[src/rtl/mgu_edge_scatter.sv]
// Message generation unit: walks an activated vertex's edge list in HBM
// beats and emits one {dest addr, candidate value} update per edge.
module mgu_edge_scatter #(
    parameter int unsigned          VPropWidth   = 32,
    parameter int unsigned          EIndexWidth  = 32,
    parameter int unsigned          EDegreeWidth = 32,
    parameter int unsigned          AddrWidth    = 33,
    parameter int unsigned          DataWidth    = 256,
    parameter int unsigned          UpdateWidth  = AddrWidth + VPropWidth,
    parameter int unsigned          EdgeWidth    = 64,
    parameter logic [AddrWidth-1:0] EdgeBase     = 33'h1_0000_0000,
    parameter int unsigned          VertexShift  = 5
) (
    input  logic                                               clk,
    input  logic                                               resetn,
    input  logic [VPropWidth+EIndexWidth+EDegreeWidth:0]        mgu_data,
    input  logic                                               mgu_ready,
    output logic                                               mgu_resp,
    input  logic [1:0]                                         control,
    output logic [AddrWidth-1:0]                               read_addr,
    output logic                                               start_rd,
    input  logic                                               end_rd,
    input  logic [DataWidth-1:0]                               read_data,
    output logic [UpdateWidth-1:0]                             update,
    output logic                                               update_ready,
    input  logic                                               update_resp,
    output logic                                               busy
);

    localparam int unsigned Lanes     = DataWidth / EdgeWidth;
    localparam int unsigned LaneBits  = $clog2(Lanes);
    localparam int unsigned BeatShift = $clog2(DataWidth / 8);
    localparam int unsigned HalfEdge  = EdgeWidth / 2;
    localparam int unsigned DataTop   = VPropWidth + EIndexWidth + EDegreeWidth;

    typedef enum logic [2:0] {
        IDLE,
        ACCEPT,
        READ,
        READ_WAIT,
        EMIT,
        EMIT_WAIT
    } state_e;

    state_e                                state_q, state_d;
    logic [VPropWidth-1:0]                 prop_q, prop_d;
    logic [EIndexWidth-1:0]                idx_q, idx_d;
    logic [EDegreeWidth-1:0]               rem_q, rem_d;
    logic [1:0]                            ctl_q, ctl_d;
    logic [Lanes-1:0][EdgeWidth-1:0]       beat_q, beat_d;

    logic                                  unused_msb;
    logic [EdgeWidth-1:0]                  edge_sel;
    logic [HalfEdge-1:0]                   dest_idx;
    logic [VPropWidth-1:0]                 addend;
    logic [VPropWidth:0]                   sum;
    logic [VPropWidth-1:0]                 value;
    logic [AddrWidth-1:0]                  dest_addr;
    logic [AddrWidth-1:0]                  beat_off;

    assign unused_msb = mgu_data[DataTop];

    // lane currently being emitted is always the low bits of the edge index
    assign edge_sel  = beat_q[idx_q[LaneBits-1:0]];
    assign dest_idx  = edge_sel[HalfEdge-1:0];
    assign dest_addr = AddrWidth'({dest_idx, {VertexShift{1'b0}}});
    assign beat_off  = AddrWidth'({idx_q[EIndexWidth-1:LaneBits], {BeatShift{1'b0}}});

    always_comb begin
        addend = '0;
        unique case (1'b1)
            (ctl_q == 2'b10): addend = VPropWidth'(edge_sel[EdgeWidth-1:HalfEdge]);
            (ctl_q == 2'b01): addend = VPropWidth'(1);
            default:          addend = '0;
        endcase
    end

    assign sum   = {1'b0, prop_q} + {1'b0, addend};
    assign value = sum[VPropWidth] ? {VPropWidth{1'b1}} : sum[VPropWidth-1:0];

    assign mgu_resp     = (state_q == ACCEPT);
    assign start_rd     = (state_q == READ);
    assign update_ready = (state_q == EMIT);
    assign busy         = (state_q != IDLE);
    assign read_addr    = start_rd ? (EdgeBase + beat_off) : '0;
    assign update       = update_ready ? {dest_addr, value} : '0;

    always_comb begin
        state_d = state_q;
        prop_d  = prop_q;
        idx_d   = idx_q;
        rem_d   = rem_q;
        ctl_d   = ctl_q;
        beat_d  = beat_q;
        unique case (state_q)
            IDLE: begin
                if (mgu_ready) begin
                    rem_d   = mgu_data[EDegreeWidth-1:0];
                    idx_d   = mgu_data[EIndexWidth+EDegreeWidth-1:EDegreeWidth];
                    prop_d  = mgu_data[DataTop-1 -: VPropWidth];
                    ctl_d   = control;
                    state_d = ACCEPT;
                end
            end
            ACCEPT: begin
                state_d = (rem_q == '0) ? IDLE : READ;
            end
            READ: begin
                state_d = READ_WAIT;
            end
            READ_WAIT: begin
                if (end_rd) begin
                    beat_d  = read_data;
                    state_d = EMIT;
                end
            end
            EMIT: begin
                if (update_resp) begin
                    rem_d   = rem_q - 1'b1;
                    idx_d   = idx_q + 1'b1;
                    state_d = EMIT_WAIT;
                end
            end
            EMIT_WAIT: begin
                // consumer holds resp for several cycles; wait for release
                if (!update_resp) begin
                    if (rem_q == '0) begin
                        state_d = IDLE;
                    end else if (idx_q[LaneBits-1:0] == '0) begin
                        state_d = READ;
                    end else begin
                        state_d = EMIT;
                    end
                end
            end
            default: state_d = IDLE;
        endcase
    end

    always_ff @(posedge clk) begin
        if (!resetn) begin
            state_q <= IDLE;
            prop_q  <= '0;
            idx_q   <= '0;
            rem_q   <= '0;
            ctl_q   <= '0;
            beat_q  <= '0;
        end else begin
            state_q <= state_d;
            prop_q  <= prop_d;
            idx_q   <= idx_d;
            rem_q   <= rem_d;
            ctl_q   <= ctl_d;
            beat_q  <= beat_d;
        end
    end

endmodule

[config.mk]
export PLATFORM = sky130hd
export DESIGN_NAME = mgu_edge_scatter
export DESIGN_NICKNAME = d
export VERILOG_FILES = /design/src/rtl/mgu_edge_scatter.sv
export SDC_FILE = /design/constraint.sdc
export NUM_CORES = 1
export LEC_CHECK = 0
export ABC_AREA = 0
export BUFFER_PORTS_ARGS = -buffer_cell sky130_fd_sc_hd__clkbuf_2
export CAP_MARGIN = 30
export CELL_PAD_IN_SITES_DETAIL_PLACEMENT = 2
export CELL_PAD_IN_SITES_GLOBAL_PLACEMENT = 2
export CORE_AREA = 8 8 243 245
export DETAILED_ROUTE_END_ITERATION = 8
export DIE_AREA = 0 0 251 253
export GPL_TIMING_DRIVEN = 0
export PLACE_DENSITY = 0.94
export SETUP_SLACK_MARGIN = 0.1
export SYNTH_ARGS = -nofsm -noshare
export SYNTH_HDL_FRONTEND = slang
export SYNTH_SLANG_ARGS = --single-unit
[constraint.sdc]
create_clock -name clk -period 12.65 [get_ports clk]
set_input_delay 1.265 -clock clk [delete_from_list [all_inputs] [get_ports clk]]
set_output_delay 1.265 -clock clk [all_outputs]
set_load 0.01 [all_outputs]
Word level (Yosys, flattened, before mapping). Index checks and enable logic that the tools add are counted.

Bits of input ports: 360. Output and inout bits: 102. Bits in registers: 357. Logic and storage cells: 54.

Reduce and logical (&&, ||, !) cells: 9. Multiplexer cells: 20. $lt $le $gt $ge: 1. $add $sub $neg: 4. Equal/unequal tests: 11.

Operators by type and width (count): case mux 32 bit (2 select lines) (3); 2-to-1 mux 32 bit (5); binary-select mux 64 bit (select 2 bit) (1); 2-to-1 mux 65 bit (1); 2-to-1 mux 64 bit (1); adder 32 x 32 -> 33 bit (1); adder 33 bit, first input constant (1); 2-to-1 mux 33 bit (1); adder 32 x 1 -> 32 bit, second input constant (1); logical NOT 32 bit (1); subtractor 32 x 1 -> 32 bit, second input constant (1); 2-to-1 mux 3 bit (6); case mux 3 bit (6 select lines) (1); equality test 3 x 2 -> 1 bit, second input constant (2); equality test 3 bit, second input constant (2); != test 2 bit, second input constant (3); AND reduction 2 bit (2); AND reduction 4 bit (1); equality test 3 x 1 -> 1 bit, second input constant (1); logical NOT 3 bit (1); < comparator 2 x 3 -> 1 bit, second input constant (1); AND reduction 3 bit (1); nonzero test 3 bit (1); equality test 2 x 1 -> 1 bit, second input constant (1); 5 further kinds (5).

Depth between registers and ports, before layout.
Depth in word-level cells: 6. Depth in mapped cells: 17. Depth with buffers taken out: 14.

Least setup slack after synthesis. Ideal clock, no wire load.

Kind: register -> output. Start point: register idx_q[0]. End point: output update[8]. Path buffers: 3. Data arrival time: 4423 ps. Required time: 11385 ps. Slack: 6962 ps. Stages on the path, launching flop included: 17. Cells stage by stage: dfxtp_1 clkbuf_1 buf_1 mux4_2 inv_1 o22ai_1 ha_1 fa_1 a211oi_1 o21bai_1 o211ai_1 a21oi_1 o31ai_1 o21ai_1 a211oi_2 buf_2 a31oi_1.

Word-level cells in the longest chain between the ends: 6.

RTL lines: start: declaration (RTL line 47) `logic [EIndexWidth-1:0] idx_q, idx_d;`; start signal: assignment (RTL line 151) `idx_q <= idx_d;`; binary-select mux 64 bit (select 2 bit) (RTL line 64) `assign edge_sel = beat_q[idx_q[LaneBits-1:0]];`; 2-to-1 mux 64 bit (not written as such) (RTL line 64); case mux 32 bit (2 select lines) (RTL line 71) `unique case (1'b1)`; adder 32 x 32 -> 33 bit (RTL line 78) `assign sum = {1'b0, prop_q} + {1'b0, addend};`; 2-to-1 mux 32 bit (RTL line 79) `assign value = sum[VPropWidth] ? {VPropWidth{1'b1}} : sum[VPropWidth-1:0];`; 2-to-1 mux 65 bit (RTL line 86) `assign update = update_ready ? {dest_addr, value} : '0;`; end: declaration (RTL line 24) `output logic [UpdateWidth-1:0] update,`.

No other way between the ends. The select of a mux whose other input is x is not followed.

Worst setup path in the final report.
Start point: register idx_q[1]. End point: output update[8].

The elaborated chain is that of the path after synthesis.

==> run_results.csv <==
group,metric,value,unit
route,wl_met1,37.8,mm
global_route,antenna_found_initial,14,
sta,fin_tns_setup,0,ns
sta,period_needed,8.22,ns
place,place_congestion,0.914,
synth,synthArstFlopShare,0,%
synth,yosysWarnings,0,
cts,cts_tree,"built",
synth,synth_ff_type,"dfxtp_1",
pwr,power.density,132,nW/um^2
worst_setup_path,cp-end-kind,"primary output",
route,met3WireLength,5.26,mm
cells_and_area,regArea,6790,um^2
worst_setup_path,critPathLaunchType,"flip-flop",
synth,syn-instance-count,2243,
worst_setup_path,worstReg2RegEnd,"beat_q[133]$_SDFFE_PN0P_",
min_path,hold_class,"flip-flop to flip-flop",
floorplanning,start_util,32.4,%
global_route,grt_max_degree,13,
global_route,grt_pass1_vias,22001,
worst_setup_path,critical_path.max_stage_delay,0.69,ns
place,place_hpwl,72.7,mm
cells_and_area,multi_input_area,10400,um^2
sta,relSlewSlack,31.4,%
worst_setup_path,worstReg2RegStart,"state_q[2]$_SDFFE_PN0P_",
floorplanning,die_area,63500,um^2
floorplanning,fp-row-count,87,
cells_and_area,nFillCells,6379,
worst_setup_path,cp_cell_sequence,"buf_2 -> clkbuf_1 -> clkbuf_1 -> buf_8 -> mux4_2 -> inv_1 -> o22ai_1 -> ha_1 -> fa_1 -> a211oi_1 -> o21bai_1 -> o211ai_1 -> a21oi_1 -> o31ai_1 -> o21ai_1 -> a211oi_2 -> buf_2 -> a31oi_1 -> clkbuf_2",
run_status,status,"completed",
cts,cts_buffers,41,
route,num_vias,19361,
min_path,hold_start,"beat_q[199]$_SDFFE_PN0P_",
route,wirelength,93.7,mm
sta,rsz0062_at_grt,"false",
synth,avgSynthCellArea,8.02,um^2
cells_and_area,synthToLayoutAreaGrowth,25.5,%
cts,cts_resized,0,
sta,worst_slew_pin_slew,1.03,ns
floorplanning,fp.dieW,251,um
route,top_layer,"met5",
route,antenna_left,0,
worst_setup_path,cp_data_required_time,11.39,ns
worst_setup_path,critPathKind,"flip-flop to primary output",
cts,cts.clk_slew.worst_paths,0.06,ns
route,wl_per_cell,26.9,um
worst_setup_path,path_delay_family,"compound AO/OA/AOI/OAI gates",
worst_setup_path,crit_start,"idx_q[1]$_SDFFE_PN0P_",
synth,synth_edf_count,0,
worst_setup_path,worst_r2r_path_depth,8,
place,port_buffers,431,
flow_run,max_cap_viol_count,0,
route,wl_met2,45.9,mm
cts,cts_hold_buf,0,
cts,post-cts-setup-buffer-count,0,
route,drtPass1Iterations,5,
synth,seq_area_frac_synth,37.7,%
sta,final-hold-violation-count,0,
sta,fin_hold_ws,0.472,ns
cells_and_area,final_cell_mix,"nand2_1, clkbuf_2, dfxtp_1, a21boi_0, clkbuf_1",
sta,slew_viol_final,0,
cts,insertion_delay,0.59,ns
cells_and_area,drive_gt1_share,22.0,%
sta,finalSetupViolCount,0,
synth,synth_area,18000,um^2
cells_and_area,layout_commonest_cell,"nand2_1",
worst_setup_path,cp.buffers_inverters,7,
route,post-route-drc-count,0,
sta,fin_crit_sh,64.9,%
cells_and_area,nNetsFinal,3130,
global_route,gr-total-overflow,0,
sta,final.setup_skew,0.0167,ns
route,vias_per_cell,5.57,
min_path,min_path_cells,2,
cts,clk_root_buffer_cell,"clkbuf_16",
route,drt_iter0_drc,968,
pwr,ir_drop,0.0921,mV
cts,ctsHtreeMaxLevel,2,
floorplanning,die_h,253,um
worst_setup_path,crit_fanout,10,
global_route,grt_pass1_wl,139,mm
synth,yosysUniqueCellTypes,69,
synth,ys_ff_latch,339,
pwr,p_leak,8.80,nW
floorplanning,core,55500,um^2
worst_setup_path,cp.arrival,6.95,ns
sta,clock.fmax,0.122,GHz
cts,cts_sinks,339,
cts,cts_buffer_depth,3,
floorplanning,io_pins,462,
worst_setup_path,rrSetupSlack,9.35,ns
global_route,gr-usage-all-layers,28.5,%
worst_setup_path,cpMaxStageDelayCell,"clkbuf_1",
min_path,hold_path_end,"beat_q[199]$_SDFFE_PN0P_",
flip-flops by register name, summed over array words and instances, names as in the netlist:
signal	flops
idx_q	30
ctl_q	2
rem_q	32
state_q	3
beat_q	240
prop_q	32
cell usage after synthesis (all sizes together) (5+ instances only):
library cell	number	area share, %
a21o	10	0.42
a22oi	13	0.54
or2	5	0.17
buf	23	0.72
xor2	13	0.63
o21ai	93	2.6
nand3	20	0.56
o211ai	5	0.21
a21oi	126	3.5
xnor2	16	0.78
mux4	60	7.5
o221a	15	0.94
a31oi	15	0.52
and3	41	1.4
and2	48	1.7
inv	28	0.58
nor3	24	0.67
nor2	99	2.1
clkbuf	161	3.4
a21boi	282	12
ha	38	2.6
o22ai	9	0.31
nand4	10	0.35
nand2	623	13
a211oi	5	0.24
nor4	6	0.21
dfxtp	339	38
o21a	7	0.29
a41oi	5	0.24
nor2b	43	1.5
or3	11	0.41
cell type report:
cell class                 count  share of cell area (%)
multi-input combinational   1700                    46.1
sequential                   339                    30.0
timing repair buffer         436                    9.87
clock buffer                  51                    5.02
tap                          712                    3.94
buffer                       184                    3.25
clock inverter                23                    1.31
inverter                      29                   0.482
antenna                        3                  0.0332
report_power, final:
group / total (W) / switching [W] / internal (W)
registers: 0.00118 / 0.0000549 / 0.00112
logic: 0.000518 / 0.000330 / 0.000188
clock network: 0.00128 / 0.000535 / 0.000745
worst reg2reg max path: cells and delay by family (launching register included):
kind / cells / cell delay [ns]
flops: 1 / 0.32
simple gates: 3 / 0.61
buf+inv: 4 / 2.07
compound gates: 1 / 0.22
routing by layer:
layer	GRT usage (%)	up-vias
met1	33.4	9657
li1	-	8694
met3	5.25	260
met5	0	-
met2	49.8	736
met4	14.2	14
metrics by stage:
step           instances  utilization [%]  area (um^2)  power, W  worst slack, ns
2_1_floorplan       2252                -        18000   0.00146             6.96
3_3_place_gp        3395             38.0        21100   0.00167             4.63
3_5_place_dp        3399             38.1        21100   0.00170             5.02
4_1_cts             3473             40.6        22600   0.00299             4.35
5_1_grt             3475             40.7        22600   0.00307             4.10
6_report            3477             40.7        22600   0.00298             4.43
how the worst max path moves through the flow:
stage	to	slack [ns]	cells after the start
6_report	update[8]	4.43	19
5_1_grt	update[8]	4.10	19
4_1_cts	update[8]	4.35	19
3_5_place_dp	update[8]	5.02	19
3_3_place_gp	update[8]	4.63	17
2_1_floorplan	update[8]	6.96	16
kinds of logic (layout without fill, tap and decap cells):
logic type | Yosys count | in the layout | share of synthesized area (%)
flip-flops | 339 | 339 | 37.7
AO/OA/AOI/OAI | 612 | 612 | 22.9
multiplexers | 60 | 60 | 7.51
AND/OR/NAND/NOR | 950 | 950 | 23.0
other | 1 | 13 | 0.0208
XOR/XNOR | 29 | 29 | 1.41
buffers and inverters | 213 | 723 | 4.69
adder cells (fa/ha/maj) | 39 | 39 | 2.75
No activity file was read; power rests on OpenSTA's default activity.
